`config.mk`:
```
export PLATFORM = sky130hd
export DESIGN_NAME = fsm_alu_ext
export DESIGN_NICKNAME = d
export VERILOG_FILES = /design/src/rtl/fsm_pkg.sv /design/src/rtl/alu_insn_decode.sv /design/src/rtl/fsm_alu_ext.sv
export SDC_FILE = /design/constraint.sdc
export NUM_CORES = 1
export LEC_CHECK = 0
export ABC_AREA = 1
export BUFFER_PORTS_ARGS = -buffer_cell sky130_fd_sc_hd__buf_2
export CAP_MARGIN = 0
export CORE_ASPECT_RATIO = 1.25
export CORE_MARGIN = 1
export CORE_UTILIZATION = 44
export DETAILED_ROUTE_END_ITERATION = 10
export PLACE_DENSITY_LB_ADDON = 0.1
export SLEW_MARGIN = 25
export SYNTH_ARGS = -nofsm -noshare
export SYNTH_HDL_FRONTEND = slang
export SYNTH_SLANG_ARGS = --single-unit
```
`constraint.sdc`:
```
create_clock -name clk -period 1.25 [get_ports clk]
set_input_delay 0.125 -clock clk [delete_from_list [all_inputs] [get_ports clk]]
set_output_delay 0.125 -clock clk [all_outputs]
set_load 0.005 [all_outputs]
```
`src/rtl/fsm_pkg.sv`:
```
// Shared constants for the ALU-instruction control FSMs: opcodes, funct fields,
// state encoding and rd-source selects.
package fsm_pkg;

    localparam logic [6:0] OPC_OP       = 7'b0110011;
    localparam logic [6:0] OPC_OP_IMM   = 7'b0010011;
    localparam logic [6:0] OPC_OP32     = 7'b0111011;
    localparam logic [6:0] OPC_OP_IMM32 = 7'b0011011;
    localparam logic [6:0] OPC_AUIPC    = 7'b0010111;

    localparam logic [6:0] F7_BASE   = 7'b0000000;
    localparam logic [6:0] F7_ALT    = 7'b0100000;
    localparam logic [6:0] F7_MULDIV = 7'b0000001;

    localparam logic [2:0] F3_ADD_SUB = 3'b000;
    localparam logic [2:0] F3_SLL     = 3'b001;
    localparam logic [2:0] F3_SR      = 3'b101;

    typedef logic [3:0] state_t;

    localparam logic [3:0] S_IDLE      = 4'd0;
    localparam logic [3:0] S_DECODE    = 4'd1;
    localparam logic [3:0] S_EXEC_R    = 4'd2;
    localparam logic [3:0] S_EXEC_I    = 4'd3;
    localparam logic [3:0] S_EXEC_U    = 4'd4;
    localparam logic [3:0] S_MD_START  = 4'd5;
    localparam logic [3:0] S_MD_WAIT   = 4'd6;
    localparam logic [3:0] S_WRITEBACK = 4'd7;
    localparam logic [3:0] S_TRAP      = 4'd8;

    localparam logic [1:0] SEL_RD_ALU = 2'b10;
    localparam logic [1:0] SEL_RD_MD  = 2'b11;

    function automatic logic is_shift_f3(input logic [2:0] f3);
        return (f3 == F3_SLL) || (f3 == F3_SR);
    endfunction

endpackage

```
`src/rtl/alu_insn_decode.sv`:
```
// Combinational class/legality decoder for integer ALU instructions.
// Class flags are only asserted for legal encodings; is_w reflects the opcode alone.
module alu_insn_decode
    import fsm_pkg::*;
#(
    parameter int XLEN     = 64,
    parameter bit ENABLE_M = 1'b1,
    parameter bit ENABLE_W = 1'b1
) (
    input  logic [31:0] insn,
    output logic        is_r,
    output logic        is_i,
    output logic        is_u,
    output logic        is_md,
    output logic        is_w,
    output logic        illegal_dec
);

    logic [6:0] w_opc;
    logic [6:0] w_f7;
    logic [2:0] w_f3;
    logic       w_w_ok;
    logic       w_shamt_ok;
    logic       w_unused_bits;

    assign w_opc         = insn[6:0];
    assign w_f3          = insn[14:12];
    assign w_f7          = insn[31:25];
    assign w_w_ok        = ENABLE_W && (XLEN == 64);
    assign w_unused_bits = ^{insn[24:15], insn[11:7]};
    assign is_w          = (w_opc == OPC_OP32) || (w_opc == OPC_OP_IMM32);

    // RV64 OP-IMM shifts carry a 6-bit shamt; W forms and RV32 carry 5 bits.
    // The arithmetic-shift marker is only meaningful for right shifts.
    always_comb begin
        w_shamt_ok = 1'b0;
        if ((XLEN == 64) && (w_opc == OPC_OP_IMM)) begin
            w_shamt_ok = (insn[31:26] == 6'b000000) ||
                         ((insn[31:26] == 6'b010000) && (w_f3 == F3_SR));
        end else begin
            w_shamt_ok = (w_f7 == F7_BASE) ||
                         ((w_f7 == F7_ALT) && (w_f3 == F3_SR));
        end
    end

    always_comb begin
        is_r        = 1'b0;
        is_i        = 1'b0;
        is_u        = 1'b0;
        is_md       = 1'b0;
        illegal_dec = 1'b0;
        case (w_opc)
            OPC_OP, OPC_OP32: begin
                if ((w_opc == OPC_OP32) && !w_w_ok) begin
                    illegal_dec = 1'b1;
                end else if (w_f7 == F7_BASE) begin
                    is_r = 1'b1;
                end else if ((w_f7 == F7_ALT) &&
                             ((w_f3 == F3_ADD_SUB) || (w_f3 == F3_SR))) begin
                    is_r = 1'b1;
                end else if ((w_f7 == F7_MULDIV) && ENABLE_M) begin
                    is_md = 1'b1;
                end else begin
                    illegal_dec = 1'b1;
                end
            end
            OPC_OP_IMM, OPC_OP_IMM32: begin
                if ((w_opc == OPC_OP_IMM32) && !w_w_ok) begin
                    illegal_dec = 1'b1;
                end else if ((w_opc == OPC_OP_IMM32) &&
                             (w_f3 != F3_ADD_SUB) && !is_shift_f3(w_f3)) begin
                    illegal_dec = 1'b1;
                end else if (is_shift_f3(w_f3) && !w_shamt_ok) begin
                    illegal_dec = 1'b1;
                end else begin
                    is_i = 1'b1;
                end
            end
            OPC_AUIPC: begin
                is_u = 1'b1;
            end
            default: begin
                illegal_dec = 1'b1;
            end
        endcase
    end

endmodule

```
`src/rtl/fsm_alu_ext.sv`:
```
// Control FSM sequencing integer ALU instructions, with an optional hand-off to an
// external mul/div unit guarded by a watchdog, and an illegal-instruction trap path.
module fsm_alu_ext
    import fsm_pkg::*;
#(
    parameter int XLEN       = 64,
    parameter bit ENABLE_M   = 1'b1,
    parameter bit ENABLE_W   = 1'b1,
    parameter int MD_TIMEOUT = 64,
    parameter int CNT_W      = 7
) (
    input  logic        clk,
    input  logic        reset,
    input  logic        start,
    input  logic [31:0] insn,
    input  logic        md_done,
    output logic [1:0]  sel_rd,
    output logic        load_rs1,
    output logic        load_rs2,
    output logic        load_imm,
    output logic        load_alu,
    output logic        sel_alu_a,
    output logic        sel_alu_b,
    output logic        sub_sra,
    output logic        word_op,
    output logic        md_start,
    output logic [2:0]  md_op,
    output logic        load_pc,
    output logic        load_regfile,
    output logic        done,
    output logic        illegal,
    output logic [3:0]  dbg_state
);

    localparam logic [CNT_W-1:0] WDOG_LAST = CNT_W'(MD_TIMEOUT - 1);

    state_t           r_state;
    state_t           w_next_state;
    logic [31:0]      r_insn_q;
    logic [CNT_W-1:0] r_wdog;

    logic w_is_r;
    logic w_is_i;
    logic w_is_u;
    logic w_is_md;
    logic w_is_w;
    logic w_illegal_dec;

    alu_insn_decode #(
        .XLEN     (XLEN),
        .ENABLE_M (ENABLE_M),
        .ENABLE_W (ENABLE_W)
    ) u_dec (
        .insn        (r_insn_q),
        .is_r        (w_is_r),
        .is_i        (w_is_i),
        .is_u        (w_is_u),
        .is_md       (w_is_md),
        .is_w        (w_is_w),
        .illegal_dec (w_illegal_dec)
    );

    always_ff @(posedge clk or posedge reset) begin
        if (reset) begin
            r_state  <= S_IDLE;
            r_insn_q <= '0;
            r_wdog   <= '0;
        end else begin
            r_state <= w_next_state;
            if ((r_state == S_IDLE) && start) begin
                r_insn_q <= insn;
            end
            if (r_state == S_MD_START) begin
                r_wdog <= '0;
            end else if (r_state == S_MD_WAIT) begin
                r_wdog <= r_wdog + CNT_W'(1);
            end
        end
    end

    // md_done is checked before the watchdog so a result arriving on the
    // last permitted cycle still commits.
    always_comb begin
        w_next_state = r_state;
        case (r_state)
            S_IDLE: begin
                if (start) begin
                    w_next_state = S_DECODE;
                end
            end
            S_DECODE: begin
                if (w_illegal_dec) begin
                    w_next_state = S_TRAP;
                end else if (w_is_md) begin
                    w_next_state = S_MD_START;
                end else if (w_is_r) begin
                    w_next_state = S_EXEC_R;
                end else if (w_is_i) begin
                    w_next_state = S_EXEC_I;
                end else if (w_is_u) begin
                    w_next_state = S_EXEC_U;
                end else begin
                    w_next_state = S_TRAP;
                end
            end
            S_EXEC_R, S_EXEC_I, S_EXEC_U: begin
                w_next_state = S_WRITEBACK;
            end
            S_MD_START: begin
                w_next_state = S_MD_WAIT;
            end
            S_MD_WAIT: begin
                if (md_done) begin
                    w_next_state = S_WRITEBACK;
                end else if (r_wdog == WDOG_LAST) begin
                    w_next_state = S_TRAP;
                end
            end
            S_WRITEBACK, S_TRAP: begin
                w_next_state = S_IDLE;
            end
            default: begin
                w_next_state = S_IDLE;
            end
        endcase
    end

    always_comb begin
        sel_rd       = 2'b00;
        load_rs1     = 1'b0;
        load_rs2     = 1'b0;
        load_imm     = 1'b0;
        load_alu     = 1'b0;
        sel_alu_a    = 1'b0;
        sel_alu_b    = 1'b0;
        sub_sra      = 1'b0;
        word_op      = 1'b0;
        md_start     = 1'b0;
        md_op        = 3'b000;
        load_pc      = 1'b0;
        load_regfile = 1'b0;
        done         = 1'b0;
        illegal      = 1'b0;
        case (r_state)
            S_DECODE: begin
                load_rs1 = 1'b1;
                load_rs2 = 1'b1;
                load_imm = 1'b1;
            end
            S_EXEC_R: begin
                load_alu = 1'b1;
                sub_sra  = r_insn_q[30];
                word_op  = w_is_w;
            end
            S_EXEC_I: begin
                // insn_q[30] is immediate data except on right shifts.
                load_alu  = 1'b1;
                sel_alu_b = 1'b1;
                sub_sra   = (r_insn_q[14:12] == F3_SR) && r_insn_q[30];
                word_op   = w_is_w;
            end
            S_EXEC_U: begin
                load_alu  = 1'b1;
                sel_alu_a = 1'b1;
                sel_alu_b = 1'b1;
            end
            S_MD_START: begin
                md_start = 1'b1;
                md_op    = r_insn_q[14:12];
                word_op  = w_is_w;
            end
            S_MD_WAIT: begin
                md_op = r_insn_q[14:12];
            end
            S_WRITEBACK: begin
                load_pc      = 1'b1;
                load_regfile = 1'b1;
                done         = 1'b1;
                sel_rd       = w_is_md ? SEL_RD_MD : SEL_RD_ALU;
            end
            S_TRAP: begin
                done    = 1'b1;
                illegal = 1'b1;
            end
            default: begin
            end
        endcase
    end

    assign dbg_state = r_state;

endmodule

```
==> results of run 1 <==
## layout make-up
type,count,area [um2],area share
Clock buffer,3,41.3,0.0139
Inverter,37,149,0.0502
Multi-Input combinational cell,140,1030,0.346
Sequential cell,28,702,0.237
Timing Repair Buffer,115,971,0.327
Clock inverter,1,30.0,0.0101
Tap cell,39,48.8,0.0164
## per-layer routing
layer,global-route usage,vias up
met1,0.295,899
met5,0,-
met2,0.478,49
li1,-,899
met3,0.0187,17
met4,0.0833,0
## repair_timing
item | CTS | global route
endpoints found under the hold margin | 28 | 0
setup buffers | 23 | 8
hold buffers | 1 | 0
resized for setup | 91 | 44
endpoints found under the setup margin | 42 | 46
pin swaps | 25 | 13
cloned | 2 | 1
## worst paths after layout
check | endpoint | cells after the start | slack [ps]
min in group asynchronous | r_insn_q[6]$_DFFE_PP0P_ | 4 | 440
setup / recovery | sel_rd[0] | 8 | -510
hold / removal | r_insn_q[0]$_DFFE_PP0P_ | 2 | 60
setup reg to reg | r_insn_q[28]$_DFFE_PP0P_ | 7 | -280
max in group asynchronous | dbg_state[0]$_DFFE_PP0P_ | 4 | 520
hold reg to reg | r_wdog[4]$_DFFE_PP0N_ | 1 | 530
## cells in the final DEF (no fill, tap or decap), drive strengths merged
master	n
nor3	6
o22ai	2
ha	1
or2	1
o31ai	1
dfrtp	28
a21oi	20
xnor2	1
mux2	5
inv	37
nand2	38
nor4	1
bufinv	1
o211ai	1
clkbuf	4
o221a	1
buf	113
nand3b	1
xor2	1
o21ai	6
nand4	6
nand3	6
nor2	42
dlygate4sd3	1
## power breakdown
part	internal, mW	switching [mW]
clock	0.430	0.300
sequential	1.27	0.268
combinational	2.58	2.28
total	4.28	2.85
## stage by stage
step	setup WS, ps	setup TNS (ps)
3_5_place_dp	-138	-2000
6_report	-507	-10440
5_1_grt	-640	-13760
2_1_floorplan	-70.1	-938
4_1_cts	-415	-8110
3_3_place_gp	-126	-1800
## kinds of logic after synthesis
| family | after synthesis |
|---|---|
| buffers and inverters | 44 |
| AO/OA/AOI/OAI | 31 |
| multiplexers | 5 |
| flip-flops | 28 |
| AND/OR/NAND/NOR | 101 |
| adder cells (fa/ha/maj) | 1 |
| XOR/XNOR | 2 |
## worst max-delay path, delay by kind of cell (launching register included)
kind	cells	cell delay, ps
buffers and inverters	2	190
DFF	1	400
and+or+nand+nor	6	770
## sequential cells by signal, indices dropped and copies added (netlist names)
| register | cells |
|---|---|
| dbg_state | 4 |
| r_insn_q | 17 |
| r_wdog | 7 |
==> impl.org, run 1 <==
** Outcome
- The run finished, with violations left.
- The checks that failed: negative setup slack.

** Worst setup path
- The worst setup path is captured at a primary output.
- Required time of the critical path :: about 1100 ps
- The worst setup path is launched from a register.
- Critical path launch point :: r_insn_q[29]$_DFFE_PP0P_
- WS Path Type :: register to primary output
- Arrival time of the worst setup path :: about 1600 ps
- Peak per-stage delay on the critical path :: 400 ps
- Launch instance of the worst register-to-register path :: dbg_state[3]$_DFFE_PP0P_
- Worst path most repeated cell :: nor2_2
- Highest-delay cell along the critical path :: dfrtp_1
- Worst-path maximum fanout :: 2
- Critical path, cell by cell :: nor2_2 -> nand2_2 -> nor2_2 -> nand3_2 -> inv_1 -> nand4_1 -> nor3_2 -> buf_2

** Power
- Total Power Consumption :: 7.13 mW
- VDD sags by at most roughly 2 mV.
- Power density relative to cell area :: 2400 mW/mm2
- Cell leakage power :: 1.49 nW

** Clocking
- TritonCTS built the clock tree.
- Root Buffer :: clkbuf_8
- TritonCTS buffer count :: 3
- CTS saw 28 sinks.
- The clock passes through at most 2 buffers.
- After clock tree synthesis, the clock-pin slew on the worst setup and hold paths is 100 ps.
- Level count of the clock H-tree :: 1
- Worst-skew pair later-pin latency :: 280 ps

** Synth
- Simple-gate share of the synthesized area :: 0.280
- Largest cells by area after synthesis :: dfrtp_1, nor2_1, nand2_1, inv_1, a21oi_1
- Number of library cell types mapped by synthesis :: 26
- Dividing the synthesized area by the synthesized cell count gives 7.50 um2.
- The share of the Yosys chip area taken by registers is 0.441.
- Share of the synthesized area in compound gates (AO/OA/AOI/OAI) :: 0.106
- Post-Syn Nets :: 249
- By area, the combinational part of the netlist is dominated by simple AND/OR/NAND/NOR gates.
- Number of register bits inferred by synthesis :: 28
- The portion of synthesized area spent on multiplexers is 0.0354.
- The commonest cells after synthesis are nor2_1, nand2_1, inv_1.
- Area share of the largest cell type after synthesis :: 0.441
- Total number of yosys warnings :: 0
- Post-Synthesis Cell Area :: between 0.0015 and 0.002 mm2
- After synthesis, the share of flip-flops with an asynchronous set or reset is 1.00.
- Of the total synthesized cell area, the portion taken by XOR and XNOR cells is 0.0110.
- dfrtp_1 takes more of the synthesized area than any other cell.
- In the synthesized netlist the dominant register cell turns out to be dfrtp_1.
- Among all cell types in the netlist, the one instantiated most often is nor2_1.
- Count of flip-flops with a built-in enable after synthesis :: 0
- Of the total synthesized cell area, the portion taken by full adders, half adders and majority gates is 0.00787.
- After technology mapping, the gate count stands at roughly 210.

** Timing
- Fin crit period :: 1760 ps
- Based on the critical path, the design can be clocked at up to roughly 570 MHz.
- Count of final hold-check violations :: 0
- For the pin with the worst max-slew slack, the measured transition is 356 ps.
- Setup repair after global routing could not meet its margin everywhere.
- Max Slew Vio Count :: 0
- Setup violations remaining at the end of the flow were counted as 46.
- Once routing completed, OpenROAD measured the worst setup slack at -507 ps.
- Of the available clock period, the critical path in the final layout requires 1.41.
- Worst hold margin :: 63.6 ps
- For the final database, setup skew stands at 4.27 ps.
- Relative slew margins :: 0.762

** Floorplan
- The initial utilization of the core area, before any placement, comes to 0.456.
- The die covers 0.00386 mm2.
- The region available for standard cell placement spans 0.00348 mm2.
- The floorplan has 24 rows.
- For this design the top-level I/O count stands at 58.
- Die outline width :: about 56 um
- From bottom edge to top edge, the die measures ~69 um.

** Final layout
- Once layout is complete, the utilization of the core stands at 0.852.
- 0 antenna diodes ended up in the layout.
- Final #Nets :: between 300 and 400
- Count of fill cells added during filler insertion :: 208
- The area growth from synthesis to layout is 86.8%.
- In the final layout, the share of cells above drive strength 1 is 0.623.
- Post-route insts no fill :: 363
- Finished layout cell area :: 0.00297 mm2

** Placed design
- Placer's final routability congestion estimate :: around 0.76
- Including well taps, the total number of placed cells is 326.
- Post-Place Cell Area :: about 0.0021 mm2
- Count of input and output buffers :: 42
- The wire-length estimate of the detail-placed layout is 2710 um.

** Global route
- The total overflow left after global routing is 0.
- The number of antenna violations at the first check in global routing was 0.
- Entering global routing, the biggest net connects 29 pins.
- Via count of the first global-routing pass :: 1,765
- Wire length of the first global-routing pass :: 7720 um
- Total GRT Usage :: 0.252

** Routing
- The first detailed-routing pass took 4 iterations.
- Wires add up to 5440 um.
- The routed layout has 1,864 vias.
- Wire segments on met2 add up to 3070 um in the final route.
- After detailed routing, the wire length on met1 is between 2000 and 2500 um.
- The detailed router used layers up to and including met4.
- Initial DRC count :: 58
- Post-route DRC violation count :: 0
- Post-DR vias/cell :: 5.13
- Detailed routing placed a total of 150 um of wire on met3.
- Wire length per cell :: between 10 and 15 um
- Once detail routing completed, the nets flagged for antenna violations numbered 0.

** Hold path
- The worst hold path belongs to the class primary input to register.
- The startpoint identified for the worst hold timing path is insn[0].

** Run
- Count of maximum capacitance violations :: 0
(Power assumes the default switching activity.)
==> run 2: changes to the inputs <==
TNS_END_PERCENT = 5   (was unset)
==> impl.org, run 2 (same netlist as run 1, synthesis figures left out) <==
** Global route
- GR Overflow Total :: 0
- The via count of the first global-routing pass came to 1,624.
- Pin count of the biggest net entering global routing :: 29
- The first global-routing pass estimated roughly 6600 um of wire.
- Initial antenna violation count :: 0
- In the global route stage, overall resource usage came out at 0.210.

** Clocking
- Clock tree synthesis inserted a total of 3 buffers.
- Worst-skew pair later-pin latency :: between 200 and 300 ps
- In this run the deepest clock path goes through 2 buffers.
- Level count of the clock H-tree :: 1
- Root Buffer :: clkbuf_8
- TritonCTS built the clock tree.
- Clock transition time at the flip-flop clock pins of the worst setup and hold paths :: around 100 ps
- Count of clock tree sinks :: 28

** Hold path
- Type of the worst min-delay path :: primary input to register
- The worst hold path begins at insn[1].
- Worst hold path stage count :: 2
- Capture endpoint of the worst hold path :: r_insn_q[1]$_DFFE_PP0P_

** Outcome
- Result of the run :: complete, but fails checks
- Violated checks :: negative setup slack

** Final layout
- Post-layout utilization of the core :: 0.698
- Highest-count cells in the layout ignoring fill and taps :: buf_2, nand2_1, buf_4
- More flip-flops sit in one register than any other, and that register is r_insn_q.
- Count of inserted antenna diode cells :: 0
- Layout overhead on the synthesized area :: 52.9%
- Final #Nets :: 334
- The register with the most flip-flops in the layout has 17 of them.
- Leading cell type in the layout, fill and taps excluded :: buf_2
- Fraction of layout instances using a drive strength above 1 :: 0.483
- Finished layout cell area :: approximately 0.0024 mm2

** Routing
- In this run, the number of DRC markers left after iteration 0 of detailed routing was 64.
- The pre-antenna-repair detailed-routing pass consisted of 4 iterations.
- Met2 Wirelength :: slightly above 2000 um
- Met3 wire length :: 108 um
- Total wirelength of the detailed-routed design :: 3760 um
- Number of vias after detailed routing :: 1,645
- Antenna violation net count after detailed routing :: 0
- Wire length per cell :: 11.2 um
- Dividing the detail-routed via count by the number of cells gives 4.91.
- Post-route DRC violation count :: 0
- M1 wire length :: 1560 um
- Highest metal layer with signal wires :: met4

** Floorplan
- The floorplan step defined a die boundary enclosing 0.00386 mm2.
- For this configuration, the core starts out at a cell density of 0.456.
- Total I/O pin count :: between 50 and 60
- The floorplan has 24 rows.
- The die is 69.2 um tall.
- Die outline width :: between 50 and 60 um
- Core area :: 0.00348 mm2

** Placed design
- Detailed Place HPWL :: 2810 um
- In this run the tool buffered the top-level ports with 42 buffer cells.
- Post-Place Cell Area :: 0.00215 mm2
- Placer's final routability congestion estimate :: 0.787
- At the placement stage, the worst setup path has a slack of -160 ps.

** Worst setup path
- Tracing the worst setup path back leads to its startpoint at r_insn_q[31]$_DFFE_PP0P_.
- Arrival time of the worst setup path :: 1530 ps
- For this design, the slowest cell found on the critical path is dfrtp_1.
- Setup slack on the worst reg-to-reg path comes out at -200 ps.
- In this run the worst path has a maximum fanout of 2.
- The critical path goes through nor2_2 -> nand2_1 -> nor2_1 -> nand3_1 -> inv_1 -> nand4_1 -> nor3_2 -> buf_2.
- Counting both buffers and inverters, the worst setup path holds a total of 2.
- Number of cell instances on the worst register-to-register path :: 7
- STA classifies the critical path startpoint as a register.
- In this design, the largest share of critical-path delay is due to simple AND/OR/NAND/NOR gates.
- WS Path Type :: register to primary output
- Launch instance of the worst register-to-register path :: dbg_state[0]$_DFFE_PP0P_
- Cell depth of the worst setup path :: 8
- Required time of the critical path :: 1120 ps
- Worst setup EP type :: primary output
- The worst register-to-register path ends at r_insn_q[28]$_DFFE_PP0P_.
- Peak per-stage delay on the critical path :: 400 ps

** Power
- Portion of total power attributed to combinational logic :: 0.586
- Cell leakage power :: 1.29 nW
- VDD sags by at most 1.71 mV.
- The share of total power dissipated in the clock network is 0.132.
- Switching power :: 2.14 mW
- For this design the ratio of total power to cell area is 2260 mW/mm2.
- Of the total power, the share spent switching nets is 0.390.
- Cell internal power was estimated by the tool at 3.35 mW.
- Proportion of power drawn by flip-flops and latches :: 0.282

** Timing
- Worst Max-Slew Pin Slew :: 364 ps
- Derived from the worst setup path, the maximum achievable clock frequency is ~600 MHz.
- Of the available clock period, the critical path in the final layout requires 1.33.
- Fin crit period :: roughly 1700 ps
- The number of failing hold endpoints at the final stage came to 0.
- Setup-failing EPs final :: 44
- Hold timing on the final database bottoms out at a slack of around 70 ps.
- On the final layout, the worst clock skew is between 9 and 10 ps.
- The number of pins with negative max-slew slack in the final report was 0.
- Setup repair after global routing could not meet its margin everywhere.
- Headroom to the max-slew limit came out at 0.758.
- Min setup slack post-route :: -406 ps

** Run
- Across the run, the number of max-cap violations was 0.
[run 2: cell types whose count changed in the layout (fill, tap and decap cells not counted), moves of 6 or more]
cell     previous run  this run
buf_2              34        41
buf_4              44        33
buf_6              32        10
inv_1              26        32
nand2_1            28        34
nor2_1             17        28
nor2_4             15         3
[run 2: how the worst max path moves through the flow]
stage | end | slack, ps
detailed placement | sel_rd[0] | -160
global route | sel_rd[0] | -550
global placement | r_insn_q[4]$_DFFE_PP0P_ | -140
CTS | sel_rd[0] | -420
floorplan | r_insn_q[0]$_DFFE_PP0P_ | -70
finish | sel_rd[0] | -410
[run 2: power groups by stage]
stage	clock (mW)	sequential, mW	combinational (mW)
final	0.725	1.55	3.21
after global routing	0.767	1.59	3.53
after CTS	0.735	1.54	3.07
after detailed placement	0	1.54	2.66
after global placement	0	1.52	2.62
after floorplan	0	1.52	1.35
[run 2: area by class of cell]
type | instances | area, um2
repair buffers | 87 | 616
multi-input cells | 140 | 853
clock buffers | 3 | 41.3
clock inverters | 1 | 30.0
flip-flops and latches | 28 | 702
fillers | 305 | 1050
inverters | 37 | 139
well taps | 39 | 48.8
[run 2: per-stage QoR]
stage                     cells  total power [mW]  setup TNS (ps)
after floorplan             212              2.87            -949
after global placement      328              4.14           -2680
after detailed placement    328              4.20           -2940
after CTS                   334              5.34           -5950
after global routing        335              5.89          -10870
final                       335              5.49           -6940
[run 2: timing repair]
action	CTS	global route
buffers inserted	1	1
resized for setup	39	17
setup endpoints to repair	46	46
pin swaps	13	3
hold buffers	1	0
endpoints found under the hold margin	28	0
gates cloned	0	0
[run 2: worst reg2reg max path, cell delays in order (launching register included)]
cell	delay (ps)
dfrtp_2	470
nor2_2	140
inv_2	50
buf_6	110
nor2_4	80
nand2_2	70
buf_12	160
mux2_2	270
[run 2: metal layers]
layer | global-route usage | up-vias
met1 | 0.245 | 769
met5 | 0 | -
met2 | 0.388 | 34
li1 | - | 836
met3 | 0.0317 | 6
met4 | 0.0639 | 0
==> run 3: changes to the inputs <==
BUFFER_PORTS_ARGS = -buffer_cell sky130_fd_sc_hd__buf_4   (was -buffer_cell sky130_fd_sc_hd__buf_2)
CORE_UTILIZATION = 45   (was 44)
clock period = 1.74 ns   (was 1.25 ns; I/O delays follow)
==> impl.org, run 3 (same netlist as run 1, synthesis figures left out) <==
** Outcome
- The run finished with clean final reports.

** Routing
- The routed design has 3290 um of wire.
- For this run, the detailed router's first-pass iteration total came to 4.
- Post-route DRC violation count :: 0
- In the routed layout, each cell is associated on average with a via count of around 5.0.
- Wire length per cell :: 11.2 um
- Initial DRC count :: 38
- Detailed routing inserted a total of 1,459 vias.
- In this run the remaining antenna-violating nets after routing total 0.

** Global route
- Summed over all layers, the global routing overflow is 0.
- Pin count of the biggest net entering global routing :: 30
- Via count of the first global-routing pass :: about 1,300
- Initial antenna violation count :: 0
- Wire length of the first global-routing pass :: 5370 um
- Total GRT Usage :: 0.198

** Worst setup path
- Along the worst path, the maximum fanout reaches 2.
- Data on the critical path is required at its endpoint by ~1600 ps.
- Worst setup EP type :: primary output
- STA classifies the critical path startpoint as a register.
- WS Path Type :: register to primary output
- For the worst setup path, the data arrival time is between 1500 and 2000 ps.

** Clocking
- Worst-skew pair later-pin latency :: about 280 ps
- Maximum clock insertion buffer count :: 2
- CTS tree :: done
- The number of clock buffers added by TritonCTS is 3.
- Clock tree synthesis found a total of 28 sinks.
- Root Buffer :: clkbuf_8
- Clock-pin slew was measured on the worst setup and hold paths at 90 ps.
- In this run the number of H-tree levels came out at 1.

** Power
- For this design the ratio of total power to cell area is 1490 mW/mm2.
- Worst vdd rail ir drop :: 0.959 mV
- For this design the static power due to leakage is 1.08 nW.

** Placed design
- Detailed Place HPWL :: 2480 um
- Buffers placed on the I/O ports in this run total 42.
- Placer's final routability congestion estimate :: 0.765
- Post-Place Cell Area :: 0.00192 mm2

** Final layout
- Counting flops per register, the top entry is r_insn_q.
- Layout overhead on the synthesized area :: 28.3%
- In the final layout, flip-flops and latches occupy 703 um2.
- The repair_antennas step left the layout with diodes totalling 0.
- Highest-count cells in the layout ignoring fill and taps :: buf_4, nor2_1, nand2_1
- Largest register FFs :: 17
- The net count of the finished layout is 295.
- The finished cells cover 0.00204 mm2.
- The layout has 335 filler cells.
- Leaving out fill and tap cells, the most frequent cell in the layout is buf_4.
- Fraction of layout instances using a drive strength above 1 :: 0.280
- Area of combinational cells with multiple inputs :: 732 um2

** Floorplan
- In this run the vertical extent of the chip is 68.4 um.
- In this run the count of I/O pins placed on the die edge is 58.
- Number of rows created at floorplan :: 23
- From left edge to right edge, the die measures about 55 um.
- The region available for standard cell placement spans between 0.003 and 0.004 mm2.
- Die Footprint :: 0.00377 mm2
- Initial Util :: 0.484

** Timing
- RSZ-0062 raised after global routing :: true
- Worst hold margin :: 119 ps
- Ratio of final minimum period to clock period :: 0.979
- Fin crit period :: 1700 ps
- The number of failing hold endpoints at the final stage was 0.
- Worst clock skew on the final layout :: ~1.3 ps
- Derived from the worst setup path, the maximum achievable clock frequency is slightly below 600 MHz.
- Measured against its own limit, the worst slew margin works out to 0.711.
- Setup-failing EPs final :: 0
- For the pin with the worst max-slew slack, the measured transition is 429 ps.
- Max Slew Vio Count :: 0

** Run
- The tool flagged a number of max-cap violations equal to 0.

** Hold path
- Type of the worst min-delay path :: primary input to register
## run 3: final timing paths
check | slack [ps] | cells past startpoint | endpoint | start
max in group asynchronous | 950 | 4 | dbg_state[0]$_DFFE_PP0P_ | reset
hold reg to reg | 510 | 1 | r_insn_q[28]$_DFFE_PP0P_ | r_insn_q[28]$_DFFE_PP0P_
min in group asynchronous | 510 | 4 | r_wdog[1]$_DFFE_PP0N_ | reset
setup / recovery | 40 | 8 | sel_rd[0] | r_insn_q[31]$_DFFE_PP0P_
hold / removal | 120 | 2 | r_insn_q[27]$_DFFE_PP0P_ | insn[27]
setup reg to reg | 140 | 6 | r_insn_q[4]$_DFFE_PP0P_ | dbg_state[2]$_DFFE_PP0P_
## run 3: metal layers
metal	global-route usage	wire, um	up-vias
li1	-	-	759
met1	0.225	1400	659
met2	0.363	1700	36
met3	0.0200	137	5
met4	0.0844	60	0
met5	0	0	-
## run 3: per-stage QoR
step | setup WS (ps) | power [mW] | setup TNS, ps | util | std cells
final | 36.2 | 3.03 | 0 | 0.621 | 294
after global routing | -177 | 3.32 | -191 | 0.621 | 294
after CTS | 2.08 | 3.01 | 0 | 0.614 | 294
after detailed placement | 157 | 2.54 | 0 | 0.586 | 287
after global placement | 159 | 2.52 | 0 | 0.586 | 287
after floorplan | 373 | 2.03 | 0 | - | 212
## run 3: area by class of cell
type,count,share of cell area
flip-flops and latches,28,0.345
inverters,37,0.0681
multi-input cells,140,0.359
well taps,37,0.0227
repair buffers,48,0.178
clock buffers,4,0.0270
## run 3: repair_timing
item                                    in CTS  in global routing
pin swaps                                    1                  1
buffers inserted                             2                  0
hold endpoints to repair                    28                  0
gates resized for setup                      4                  8
endpoints found under the setup margin       4                 10
hold buffers                                 1                  0
## run 3: where the power goes
part | switching, mW | internal (mW) | total [mW]
clock network | 0.206 | 0.203 | 0.409
logic | 0.828 | 0.672 | 1.50
registers | 0.204 | 0.915 | 1.12
## run 3: worst max-delay path, cell delays in order, from the launching register on
cell	delay, ps
dfrtp_1	390
nor2_1	130
nand2_1	80
nor2_1	90
nand3_1	90
inv_1	70
nand4_1	140
nor3_2	130
buf_4	130
